`src/rtl/mem_port_arbiter.sv`:
```
// Shared data-memory port arbiter: instruction fetch (read-only) and the
// load/store path. Data has priority; fetch is forced through after
// STARVE_LIMIT consecutive losses. Each access is IDLE -> CMD (-> WAIT) -> IDLE,
// or IDLE -> ERR -> IDLE for a misaligned request.
module mem_port_arbiter #(
  parameter int RD_LATENCY   = 1,
  parameter int STARVE_LIMIT = 4
) (
  input  logic        clk,
  input  logic        rst,
  input  logic        i_req,
  input  logic [31:0] i_addr,
  output logic        i_gnt,
  output logic        i_rvalid,
  output logic [31:0] i_rdata,
  output logic        i_err,
  input  logic        d_req,
  input  logic        d_we,
  input  logic [31:0] d_addr,
  input  logic [1:0]  d_size,
  input  logic        d_unsigned,
  input  logic [31:0] d_wdata,
  output logic        d_gnt,
  output logic        d_rvalid,
  output logic [31:0] d_rdata,
  output logic        d_err,
  output logic [31:0] mem_addr,
  output logic        mem_rd_en,
  output logic        mem_wr_en,
  output logic [3:0]  mem_wstrb,
  output logic [31:0] mem_wdata,
  input  logic [31:0] mem_rdata
);
  localparam int              SW         = $clog2(STARVE_LIMIT + 1);
  localparam logic [SW-1:0]   STARVE_MAX = SW'(STARVE_LIMIT);
  localparam logic [1:0]      LAT_LAST   = 2'(RD_LATENCY - 1);

  typedef enum logic [1:0] {IDLE, CMD, WAIT, ERR} state_t;

  // Transaction context latched at the decision; drives the response path.
  typedef struct packed {
    logic       fetch;
    logic       we;
    logic [1:0] size;
    logic       uns;
    logic [1:0] off;
  } txn_t;

  state_t        state;
  txn_t          txn;
  logic [SW-1:0] starve_cnt;
  logic [1:0]    lat_cnt;

  logic        starved, fetch_win, data_win, i_mis, d_mis;
  logic [3:0]  st_strb;
  logic [31:0] st_data, ld_data;
  logic [7:0]  ld_b;
  logic [15:0] ld_h;

  // Arbitration, alignment and store lane steering from the live request inputs
  always_comb begin
    starved   = (starve_cnt == STARVE_MAX);
    fetch_win = i_req && (!d_req || starved);
    data_win  = d_req && !fetch_win;
    i_mis     = |i_addr[1:0];
    case (d_size)
      2'b00:   d_mis = 1'b0;
      2'b01:   d_mis = d_addr[0];
      2'b10:   d_mis = |d_addr[1:0];
      default: d_mis = 1'b1;
    endcase
    case (d_size)
      2'b00: begin
        st_strb = 4'b0001 << d_addr[1:0];
        st_data = {4{d_wdata[7:0]}};
      end
      2'b01: begin
        st_strb = 4'b0011 << d_addr[1:0];
        st_data = {2{d_wdata[15:0]}};
      end
      default: begin
        st_strb = 4'b1111;
        st_data = d_wdata;
      end
    endcase
  end

  // Load lane extraction using the offset latched at decision time
  always_comb begin
    ld_b = mem_rdata[{txn.off, 3'b000} +: 8];
    ld_h = mem_rdata[{txn.off[1], 4'b0000} +: 16];
    case (txn.size)
      2'b00:   ld_data = {{24{ld_b[7] & ~txn.uns}}, ld_b};
      2'b01:   ld_data = {{16{ld_h[15] & ~txn.uns}}, ld_h};
      default: ld_data = mem_rdata;
    endcase
  end

  // Transaction sequencer; every output is registered and pulses default low
  always_ff @(posedge clk) begin
    if (rst) begin
      state      <= IDLE;
      txn        <= '0;
      starve_cnt <= '0;
      lat_cnt    <= '0;
      i_gnt      <= 1'b0;
      i_rvalid   <= 1'b0;
      i_rdata    <= '0;
      i_err      <= 1'b0;
      d_gnt      <= 1'b0;
      d_rvalid   <= 1'b0;
      d_rdata    <= '0;
      d_err      <= 1'b0;
      mem_addr   <= '0;
      mem_rd_en  <= 1'b0;
      mem_wr_en  <= 1'b0;
      mem_wstrb  <= '0;
      mem_wdata  <= '0;
    end else begin
      i_gnt     <= 1'b0;
      i_rvalid  <= 1'b0;
      i_err     <= 1'b0;
      d_gnt     <= 1'b0;
      d_rvalid  <= 1'b0;
      d_err     <= 1'b0;
      mem_rd_en <= 1'b0;
      mem_wr_en <= 1'b0;
      mem_wstrb <= '0;
      case (state)
        IDLE: begin
          if (fetch_win) begin
            starve_cnt <= '0;
            txn        <= '{fetch: 1'b1, we: 1'b0, size: 2'b10, uns: 1'b0, off: 2'b00};
            i_gnt      <= 1'b1;
            if (i_mis) begin
              i_err <= 1'b1;
              state <= ERR;
            end else begin
              mem_addr  <= {i_addr[31:2], 2'b00};
              mem_rd_en <= 1'b1;
              state     <= CMD;
            end
          end else if (data_win) begin
            // fetch cannot win while data wins, so counting only happens below the limit
            starve_cnt <= i_req ? starve_cnt + 1'b1 : '0;
            txn        <= '{fetch: 1'b0, we: d_we, size: d_size, uns: d_unsigned, off: d_addr[1:0]};
            d_gnt      <= 1'b1;
            if (d_mis) begin
              d_err <= 1'b1;
              state <= ERR;
            end else begin
              mem_addr <= {d_addr[31:2], 2'b00};
              state    <= CMD;
              if (d_we) begin
                mem_wr_en <= 1'b1;
                mem_wstrb <= st_strb;
                mem_wdata <= st_data;
              end else begin
                mem_rd_en <= 1'b1;
              end
            end
          end else begin
            starve_cnt <= '0;
          end
        end
        CMD: begin
          lat_cnt <= '0;
          state   <= txn.we ? IDLE : WAIT;
        end
        WAIT: begin
          if (lat_cnt == LAT_LAST) begin
            state <= IDLE;
            if (txn.fetch) begin
              i_rvalid <= 1'b1;
              i_rdata  <= mem_rdata;
            end else begin
              d_rvalid <= 1'b1;
              d_rdata  <= ld_data;
            end
          end else begin
            lat_cnt <= lat_cnt + 1'b1;
          end
        end
        ERR: state <= IDLE;
        default: state <= IDLE;
      endcase
    end
  end
endmodule

```
`config.mk`:
```
export PLATFORM = sky130hd
export DESIGN_NAME = mem_port_arbiter
export DESIGN_NICKNAME = d
export VERILOG_FILES = /design/src/rtl/mem_port_arbiter.sv
export SDC_FILE = /design/constraint.sdc
export NUM_CORES = 1
export LEC_CHECK = 0
export BUFFER_PORTS_ARGS = -buffer_cell sky130_fd_sc_hd__buf_4
export CAP_MARGIN = 30
export CORE_MARGIN = 8
export CORE_UTILIZATION = 49
export DETAILED_ROUTE_END_ITERATION = 8
export GPL_ROUTABILITY_DRIVEN = 1
export PLACE_DENSITY = 0.81
export SLEW_MARGIN = 10
export SYNTH_ARGS = -nofsm -noshare
export SYNTH_HDL_FRONTEND = slang
export SYNTH_SLANG_ARGS = --single-unit
```
`constraint.sdc`:
```
create_clock -name clk -period 2.17 [get_ports clk]
set_input_delay 0.434 -clock clk [delete_from_list [all_inputs] [get_ports clk]]
set_output_delay 0.434 -clock clk [all_outputs]
set_load 0.05 [all_outputs]
```
==> out/metrics.csv, run 1 <==
metric,value,unit
Max IR drop VDD,0.0005595,V
hold_ws,0.2728,ns
CP arrival,2.24,ns
Peak Freq,509.9,MHz
Netlist Area Pre-Place,6885,sq um
Synth area leader,dfxtp_1,
I/O pins,276,
top cell type's share of synthesized area,44.19,%
CTS root buf,clkbuf_16,
register area,3043,sq um
Worst Path Required,2.45,ns
Max Cap Viol,0,
die area,18100,sq um
predominant post-synthesis flop cell,dfxtp_1,
final wirelength,22420,microns
grt met2 use,38.93,%
final non-filler cell total,1239,
placed insts,1209,
drc violations,0,
initial antenna violation count,0,
Synth Area in Simple Gates,15.88,%
clk slew on worst S/H paths,0.06,ns
Tcrit/Tclk final,90.38,%
GRT overflow,0,
"FF+latch count, synth",152,
main combinational cell family by area after synthesis,compound AO/OA/AOI/OAI gates,
Vias/cell,5.511,
Syn Area/Cell,8.596,sq um
Post-Synth XOR/XNOR Area,0,%
Die H,134.5,microns
worst slew pin tran,0.6105,ns
via count,6828,
post-synthesis compound-gate area fraction,27.78,%
CTS Buf Count,17,
DR iter-0 viols,526,
post-route ant nets,0,
clock skew,0.008501,ns
setup_tns,0,ns
CP endpoint kind,flop,
Synthesis Warnings,0,
leak pwr,3.924,nW
Cells after Synth,801,
post_cts resized,0,
Final Hold Fails,0,
ANT cells,0,
Post-CTS Hold Fix Bufs,0,
Worst setup SP type,flop,
maximum buffer depth of the clock tree,2,
GR Layer Usage met3,8.247,%
Post-synth ARST share,0,%
Port Buffers,273,
Fill cells,1110,
Final #Nets,1187,
H-tree Lvls,4,
area of the multi-input gates,3341,sq um
Final Setup Violations,0,
Post-synth EDFFs,0,
Total Power,8.546,mW
first-pass GRT wire length,35200,microns
Final Max Tran Viols,0,
Core Rows,43,
die width,134.5,microns
Setup CP Type,flop to flop,
GRT Overall Usage,24.24,%
Layout area overhead,40.14,%
CP Max Fanout,7,
Starting Density,49.80,%
RSZ-0062 raised after global routing,no,
met1 Track Usage GR,28.91,%
status,"finished, final reports clean",
DP HPWL,16570,microns
Skew-Pair Late Insertion Delay,0.42,ns
adder-cell share of the synthesized area,0.5452,%
CTS tree,built,
mux contribution to synthesized area,4.052,%
Sink Count,152,
core area,13830,sq um
normalized max-slew margin,59.30,%
global routing's busiest layer,met2,
Pwr per Cell Area,885.7,nW/um^2
layout cells sized above 1,37.20,%
Unique masters post-synth,48,
worst hold path class,primary input to flop,
Pre-Repair DR Iteration Count,6,
register area share after synthesis,44.19,%
Routability Congestion,0.8630,
routed len/inst,18.10,microns
reg2reg setup slack,0.21,ns
synth top area cells,"dfxtp_1 44%, nand2_1 8.1%, a21oi_1 6.8%",
vias in the first global route,6704,
post-CTS setup buffer count,0,
Period minus WS final,1.961,ns
largest net degree at the start of global routing,53,
-- stage by stage --
step,worst slack [ns],cell area (sq um),utilization [%]
final,0.2087,9649,69.79
after detailed placement,0.2239,9042,65.40
after floorplan,0.4646,6889,-
after CTS,0.2115,9649,69.79
after global routing,0.07942,9649,69.79
after global placement,0.2875,9042,65.40
-- routing by layer --
layer  routed length (microns)  vias up
met5                         0        -
met4                       760        0
met3                      1990       48
met2                     10670      290
met1                      9003     3201
li1                          -     3289
-- cell usage in the layout, fill, tap and decap left out, types with 9 or more instances in the layout --
cell / count
a211oi_2: 15
nor2_1: 63
inv_1: 39
clkbuf_16: 17
nand2_1: 148
nand3b_1: 10
a211oi_1: 26
nand3_1: 9
a221oi_2: 30
a311oi_1: 9
dfxtp_1: 152
buf_4: 294
o21ai_0: 55
mux2i_1: 20
a21oi_1: 94
-- critical path: stages (launching register included) --
cell      delay [ns]
dfxtp_1         0.33
inv_1           0.06
ha_1            0.24
nand2_1         0.10
or3_1           0.44
a211oi_4        0.50
a211oi_2        0.14
-- cells by family after synthesis --
group,Yosys count
other cells,1
mux,27
compound gates,253
fa+ha+maj,3
flops,152
buf+inv,110
simple gates,255
-- flip-flops by register name, summed over array words and instances (netlist names), 3 cells and up --
name,count
d_rdata,32
i_rdata,32
mem_addr,30
mem_wdata,32
starve_cnt,3
txn,7
mem_wstrb,4
-- Yosys cell counts (all sizes together), types with 3 or more instances --
master and n:
dfxtp 152, a21oi 96, inv 39, a221oi 30, o21ai 56, buf 39, o21a 4, a222oi 7
nor2b 4, or3 3, nor2 63, a311oi 9, ha 3, nand3b 10, nor3 5, nand2 148
nand3 10, mux2 7, mux2i 20, clkbuf 32, a211oi 42, nor3b 3
-- report_power, final --
part           leakage [nW]  total (mW)  internal, mW  switching [mW]
clock network         0.284        3.08          1.91            1.17
logic                  2.40        2.32         0.801            1.51
registers              1.24        3.15          3.01           0.144
total                  3.92        8.55          5.72            2.83
-- path summary, 6_finish.rpt --
kind,start,to,cells after the start
min,mem_rdata[3],i_rdata[3],3
min reg2reg,i_rdata[9],i_rdata[9],2
max reg2reg,lat_cnt[0],d_rdata[12],6
max,lat_cnt[0],d_rdata[12],6
-- layout make-up --
class | count | area share (%)
clock buffer | 18 | 4.448
sequential | 152 | 31.54
clock inverter | 12 | 1.841
inverter | 39 | 1.517
multi-input combinational | 540 | 34.62
timing repair buffer | 298 | 23.70
tap | 180 | 2.334
Note: power is estimated with default switching activity, not from simulation.
==> run 2: changes to the inputs <==
--- a/config.mk
+++ b/config.mk
@@ -9,7 +9,9 @@
 export CAP_MARGIN = 30
+export CELL_PAD_IN_SITES_DETAIL_PLACEMENT = 1
+export CELL_PAD_IN_SITES_GLOBAL_PLACEMENT = 2
 export CORE_MARGIN = 8
-export CORE_UTILIZATION = 49
+export CORE_UTILIZATION = 27
 export DETAILED_ROUTE_END_ITERATION = 8
 export GPL_ROUTABILITY_DRIVEN = 1
-export PLACE_DENSITY = 0.81
+export PLACE_DENSITY_LB_ADDON = 0.12
 export SLEW_MARGIN = 10
==> constraint.sdc (replaced) <==
create_clock -name clk -period 2.17 [get_ports clk]
set_input_delay 0 -clock clk [delete_from_list [all_inputs] [get_ports clk]]
set_output_delay 0 -clock clk [all_outputs]
set_load 0.05 [all_outputs]
==> run 2 against run 1 <==
Against the previous run: maximum frequency down 0.25%; clock power decreased by 6%; combinational power up 11%; routed wire length rose by 27%; core utilization decreased by 26 points; hold slack got worse by 0.26 ns; register-to-register slack about the same; critical path type unchanged; largest power group unchanged.
==> out/metrics.csv, run 2 (synthesis results as in run 1) <==
metric,value,unit,change
status,"finished, final reports clean",,
CP arrival,2.25,ns,about the same
Final Hold Fails,0,,unchanged
most frequent cells in the layout,"298 x buf_4, 152 x dfxtp_1, 148 x nand2_1",,
I/O pins,276,,unchanged
worst slew pin tran,0.7380,ns,+0.1276 ns
clock skew,0.01339,ns,+0.004885 ns
ANT cells,0,,unchanged
post-CTS setup buffer count,0,,unchanged
worst-path cell chain,inv_1 -> ha_1 -> nand2_1 -> or3_1 -> a211oi_4 -> a211oi_2,,
Final Max Tran Viols,0,,unchanged
maximum buffer depth of the clock tree,2,,unchanged
pre-CTS worst setup slack,0.2066,ns,-0.01729 ns
area of the multi-input gates,3349,sq um,+0.26%
Die H,175.7,microns,+31%
power share of the clock group,33.6,%,-2.4 points
clk slew on worst S/H paths,0.07,ns,about the same
Port Buffers,273,,unchanged
CTS root buf,clkbuf_16,,
instance area after placement,9240,sq um,+2.2%
Vias/cell,4.741,,-14%
CP Max Fanout,7,,unchanged
post-route ant nets,0,,unchanged
Power Internal,5.477,mW,-4.3%
CP endpoint kind,flop,,
GRT Overall Usage,18.16,%,-6.1 points
register area,3043,sq um,unchanged
Final Setup Violations,0,,unchanged
Max IR drop VDD,0.0004509,V,-19%
Setup CP Type,flop to flop,,
Worst setup SP type,flop,,
final wirelength,28540,microns,+27%
Tcrit/Tclk final,90.61,%,+0.23 points
Skew-Pair Late Insertion Delay,0.43,ns,about the same
Comb pwr share,29.8,%,+2.7 points
Max Cap Viol,0,,unchanged
CTS tree,built,,
Period minus WS final,1.966,ns,+0.004988 ns
CTS Buf Count,17,,unchanged
H-tree Lvls,4,,unchanged
Final #Nets,1320,,+11%
sw frac,36.29,%,+3.2 points
first-pass GRT wire length,44550,microns,+27%
Pre-Repair DR Iteration Count,6,,unchanged
vias in the first global route,7832,,+17%
slowest CP cell,a211oi_4,,
Layout area overhead,61.24,%,
drc violations,0,,unchanged
GRT overflow,0,,unchanged
Core Rows,58,,+35%
Sink Count,152,,unchanged
Routability Congestion,0.7240,,-16%
Total Power,8.598,mW,+0.60%
Seq pwr share,36.6,%,-0.3 points
biggest regs,"d_rdata (32), i_rdata (32), mem_wdata (32)",,
"commonest non-fill, non-tap cell in the layout",buf_4,,
Final Worst Setup Slack,0.2037,ns,-0.004988 ns
Pwr per Cell Area,774.4,nW/um^2,-13%
DR iter-0 viols,367,,-30%
layout cells sized above 1,33.58,%,-3.6 points
Fill cells,2942,,+170%
Critical Path Max Stage Delay,0.52,ns,+0.02 ns
post-route design area,11100,sq um,+15%
die width,175.7,microns,+31%
Starting Density,27.42,%,-22 points
largest net degree at the start of global routing,73,,+38%
worst hold path class,primary input to flop,,
leak pwr,4.461,nW,+14%
initial antenna violation count,0,,unchanged
DP HPWL,19990,microns,+21%
RSZ-0062 raised after global routing,no,,
die area,30870,sq um,+71%
normalized max-slew margin,50.80,%,-8.5 points
Worst Path Required,2.45,ns,about the same
routed len/inst,18.73,microns,+3.5%
core area,25110,sq um,+82%
via count,7225,,+5.8%
setup_tns,0,ns,unchanged
P_sw,3.120,mW,+10%
Peak Freq,508.6,MHz,-0.25%
[run 2: cell types whose count changed in the layout (fill, tap and decap cells not counted), sizes merged]
cell	before	now
bufinv	4	0
dlygate4sd3	0	130
clkbuf	18	17
buf	298	301
clkinvlp	4	3
inv	40	48
[run 2: repair_timing]
item / 4_1_cts / 5_1_grt
resized for setup: 0 / 0
setup endpoints to repair: 0 / 0
hold endpoints to repair: 128 / 0
hold buffers: 130 / 0
[run 2: area by class of cell]
cell class | instances | share of cell area, %
flip-flops and latches | 152 | 27.41
repair buffers | 431 | 32.33
clock inverters | 15 | 1.217
well taps | 330 | 3.719
inverters | 39 | 1.319
multi-input cells | 540 | 30.17
clock buffers | 17 | 3.832
[run 2: worst paths after layout]
path                            slack (ns)  depth (start not counted)   startpoint            to
worst max-delay path                  0.20                          6   lat_cnt[0]   d_rdata[10]
worst min-delay path                  0.02                          3   i_addr[15]  mem_addr[15]
worst max register to register        0.20                          6   lat_cnt[0]   d_rdata[10]
worst min register to register        0.46                          2  i_rdata[23]   i_rdata[23]
[run 2: worst max-delay path: cells and delay by family (launching register included)]
family / cells / cell delay, ns
buffers and inverters: 1 / 0.06
and+or+nand+nor: 2 / 0.53
adders and majority gates: 1 / 0.23
DFF: 1 / 0.33
AOI/OAI and AO/OA: 2 / 0.66
[run 2: layer usage]
layer / global-route usage (%) / vias up / part of all wire, % / routed length, microns
met3: 4.273 / 31 / 5.5 / 1560
li1: - / 3552 / - / -
met4: 5.581 / 0 / 1.9 / 537
met1: 23.05 / 3444 / 46 / 13000
met2: 29.97 / 198 / 47 / 13450
met5: 0 / - / 0 / 0
[run 2: power by group through the flow]
stage,Sequential (mW),Combinational (mW),Clock (mW)
6_report,3.14,2.57,2.89
5_1_grt,3.17,2.74,3.10
4_1_cts,3.14,2.59,2.99
3_5_place_dp,3.21,2.39,0
3_3_place_gp,3.20,2.39,0
2_1_floorplan,3.85,0.897,0
[run 2: per-stage QoR]
| step | cells | hold WS, ns | utilization, % |
|---|---|---|---|
| floorplan | 802 | 0.1360 | - |
| global placement | 1362 | 0.2730 | 36.80 |
| detailed placement | 1362 | 0.2775 | 36.80 |
| CTS | 1524 | 0.006745 | 44.21 |
| global route | 1524 | 0.01740 | 44.21 |
| finish | 1524 | 0.01693 | 44.21 |
==> run 3: changes to the inputs <==
- ABC_AREA: default -> 1
- BUFFER_PORTS_ARGS: -buffer_cell sky130_fd_sc_hd__buf_4 -> default
- CORE_UTILIZATION: 27 -> 32
- DONT_BUFFER_PORTS: default -> 1
==> run 3 against run 2 <==
Against the previous run: final cell count shrank 9.5%; total power shrank 2.5%; largest power group unchanged; combinational power down 48%; maximum frequency shrank 5.8%; register-to-register slack worse by 0.12 ns; die area decreased by 18%; hold slack improved by 0.0036 ns; clock skew down 0.0039 ns; cell area decreased by 18%; worst setup slack lost 0.12 ns; synthesized cell count increased by 20%; largest cell class is now multi-input combinational cells.
==> out/metrics.csv, run 3 <==
metric,value,unit,change
status,"finished, final reports clean",,
sw frac,33.92,%,-2.4 points
Layout area overhead,38.30,%,
Starting Density,32.57,%,+5.1 points
"commonest non-fill, non-tap cell in the layout",nand2_1,,
Core Rows,52,,-10%
leak pwr,3.844,nW,-14%
Seq pwr share,45.8,%,+9.2 points
Sink Count,152,,unchanged
Pwr per Cell Area,920.2,nW/um^2,+19%
post-CTS setup buffer count,0,,unchanged
core area,20230,sq um,-19%
Pre-Repair DR Iteration Count,4,,-2
worst slew pin tran,0.6035,ns,-0.1345 ns
Post-synth ARST share,0,%,unchanged
DR iter-0 viols,312,,-15%
CP Max Fanout,15,,+8
DP HPWL,18000,microns,-10%
top cell type's share of synthesized area,46.17,%,+2.0 points
Worst setup SP type,flop,,
H-tree Lvls,4,,unchanged
GRT Overall Usage,20.55,%,+2.4 points
register area share after synthesis,46.17,%,+2.0 points
die area,25440,sq um,-18%
I/O pins,276,,unchanged
Vias/cell,5.074,,+7.0%
Max Cap Viol,0,,unchanged
Netlist Area Pre-Place,6590,sq um,-4.3%
Synth area leader,dfxtp_1,,
"count leader, synth",nand2_1,,
CTS tree,built,,
via count,6997,,-3.2%
Comb pwr share,16.0,%,-14 points
most frequent cells in the layout,"260 x nand2_1, 157 x dlygate4sd3_1, 154 x nor2_1",,
Setup CP Type,flop to flop,,
P_sw,2.845,mW,-8.8%
vias in the first global route,7386,,-5.7%
Syn Area/Cell,6.865,sq um,-20%
die width,159.5,microns,-9.2%
Period minus WS final,2.087,ns,+0.1208 ns
CTS Buf Count,17,,unchanged
post-route ant nets,0,,unchanged
Unique masters post-synth,30,,-38%
Final #Nets,1235,,-6.4%
Max IR drop VDD,0.0005862,V,+30%
Worst Path Required,2.52,ns,+0.07 ns
synth top area cells,"dfxtp_1 46%, nand2_1 15%, nor2_1 8.8%",,
hold_ws,0.02055,ns,+0.003616 ns
CP arrival,2.44,ns,+0.19 ns
routed len/inst,19.59,microns,+4.6%
Final Hold Fails,0,,unchanged
"FF+latch count, synth",152,,unchanged
Final Max Tran Viols,0,,unchanged
maximum buffer depth of the clock tree,2,,unchanged
layout cells sized above 1,6.583,%,-27 points
predominant post-synthesis flop cell,dfxtp_1,,
CP endpoint kind,flop,,
Cells after Synth,960,,+20%
Power Internal,5.542,mW,+1.2%
RSZ-0062 raised after global routing,yes,,
Tcrit/Tclk final,96.18,%,+5.6 points
Peak Freq,479.1,MHz,-5.8%
final wirelength,27010,microns,-5.4%
Skew-Pair Late Insertion Delay,0.42,ns,about the same
initial antenna violation count,0,,unchanged
drc violations,0,,unchanged
worst hold path class,primary input to flop,,
Final Setup Violations,0,,unchanged
Routability Congestion,0.8216,,+13%
CTS root buf,clkbuf_16,,
first-pass GRT wire length,41950,microns,-5.8%
largest net degree at the start of global routing,57,,-22%
Die H,159.5,microns,-9.2%
normalized max-slew margin,59.71,%,+8.9 points
clock skew,0.009465,ns,-0.003922 ns
power share of the clock group,38.2,%,+4.6 points
Post-synth EDFFs,0,,unchanged
clk slew on worst S/H paths,0.06,ns,about the same
Port Buffers,0,,-100%
Synthesis Warnings,0,,unchanged
Post-synth top cells,"260 x nand2_1, 155 x nor2_1, 152 x dfxtp_1, 98 x a21oi_1, 85 x o21ai_0",,
biggest regs,"d_rdata (32), i_rdata (32), mem_wdata (32)",,
GRT overflow,0,,unchanged
setup_tns,0,ns,unchanged
ANT cells,0,,unchanged
-- run 3: cell types whose count changed after synthesis, sizes merged, moves of 12 or more --
| cell | delta |
|---|---|
| nand2 | +114 |
| nor2 | +96 |
| o21ai | +50 |
| a211oi | -41 |
| nand4 | +31 |
| a221oi | -30 |
| mux2i | -20 |
| buf | -12 |
-- run 3: layer usage --
metal	global-route usage, %	vias up	share of wire (%)
met5	0	-	0
met4	6.046	0	1.8
met3	7.808	29	8.7
met2	36.00	212	49
met1	22.69	3370	40
li1	-	3386	-
-- run 3: what timing repair did --
item | in CTS | in global routing
setup endpoints to repair | 0 | 18
hold endpoints to repair | 151 | 0
hold buffers | 158 | 0
gates resized for setup | 0 | 12
-- run 3: power by group through the flow --
stage / combinational [mW] / clock [mW] / sequential [mW]
detailed placement: 0.992 / 0 / 3.91
floorplan: 0.752 / 0 / 3.83
finish: 1.34 / 3.20 / 3.84
global placement: 0.951 / 0 / 3.91
CTS: 1.31 / 3.29 / 3.85
global route: 1.49 / 3.40 / 3.87
-- run 3: stage by stage --
| stage | area [sq um] | util, % | setup slack, ns | instances | power (mW) |
|---|---|---|---|---|---|
| finish | 9114 | 45.04 | 0.08287 | 1379 | 8.387 |
| global route | 9114 | 45.04 | -0.03551 | 1379 | 8.761 |
| CTS | 9042 | 44.69 | 0.01495 | 1378 | 8.441 |
| detailed placement | 6820 | 33.71 | 0.2847 | 1188 | 4.903 |
| global placement | 6820 | 33.71 | 0.4081 | 1188 | 4.857 |
| floorplan | 6594 | - | 0.5978 | 961 | 4.586 |
-- run 3: kinds of logic (layout without fill, tap and decap cells) --
group           Yosys count  after routing  share of synthesized area [%]
compound gates          215            215                          16.63
xor+xnor                  1              1                         0.1329
fa+ha+maj                 3              3                         0.5696
buf+inv                 110            258                          7.177
flops                   152            152                          46.17
other cells               1              2                        0.05690
simple gates            478            478                          29.26
-- run 3: path summary, 6_finish.rpt --
path	start	to	slack [ns]	cells after the start
worst max-delay path	starve_cnt[0]	mem_addr[17]	0.08	12
worst min-delay path	mem_rdata[11]	d_rdata[11]	0.02	6
worst max register to register	starve_cnt[0]	mem_addr[17]	0.08	12
worst min register to register	lat_cnt[0]	lat_cnt[0]	0.47	1
-- run 3: worst max-delay path, cell delays in order, from the launching register on --
cell           delay, ns
dfxtp_1             0.32
inv_1               0.10
ha_1                0.16
nand2_1             0.05
nand2_1             0.12
nand2_4             0.09
inv_2               0.13
buf_12              0.16
nand2_1             0.06
nand2_1             0.05
dlygate4sd3_1       0.55
nand4_1             0.09
a21oi_1             0.14
-- run 3: area by class of cell --
type,count,area (sq um)
flip-flops and latches,152,3043
clock inverters,11,170.2
repair buffers,180,1834
multi-input cells,699,3093
well taps,270,337.8
clock buffers,21,460.4
fillers,2480,11120
inverters,46,175.2
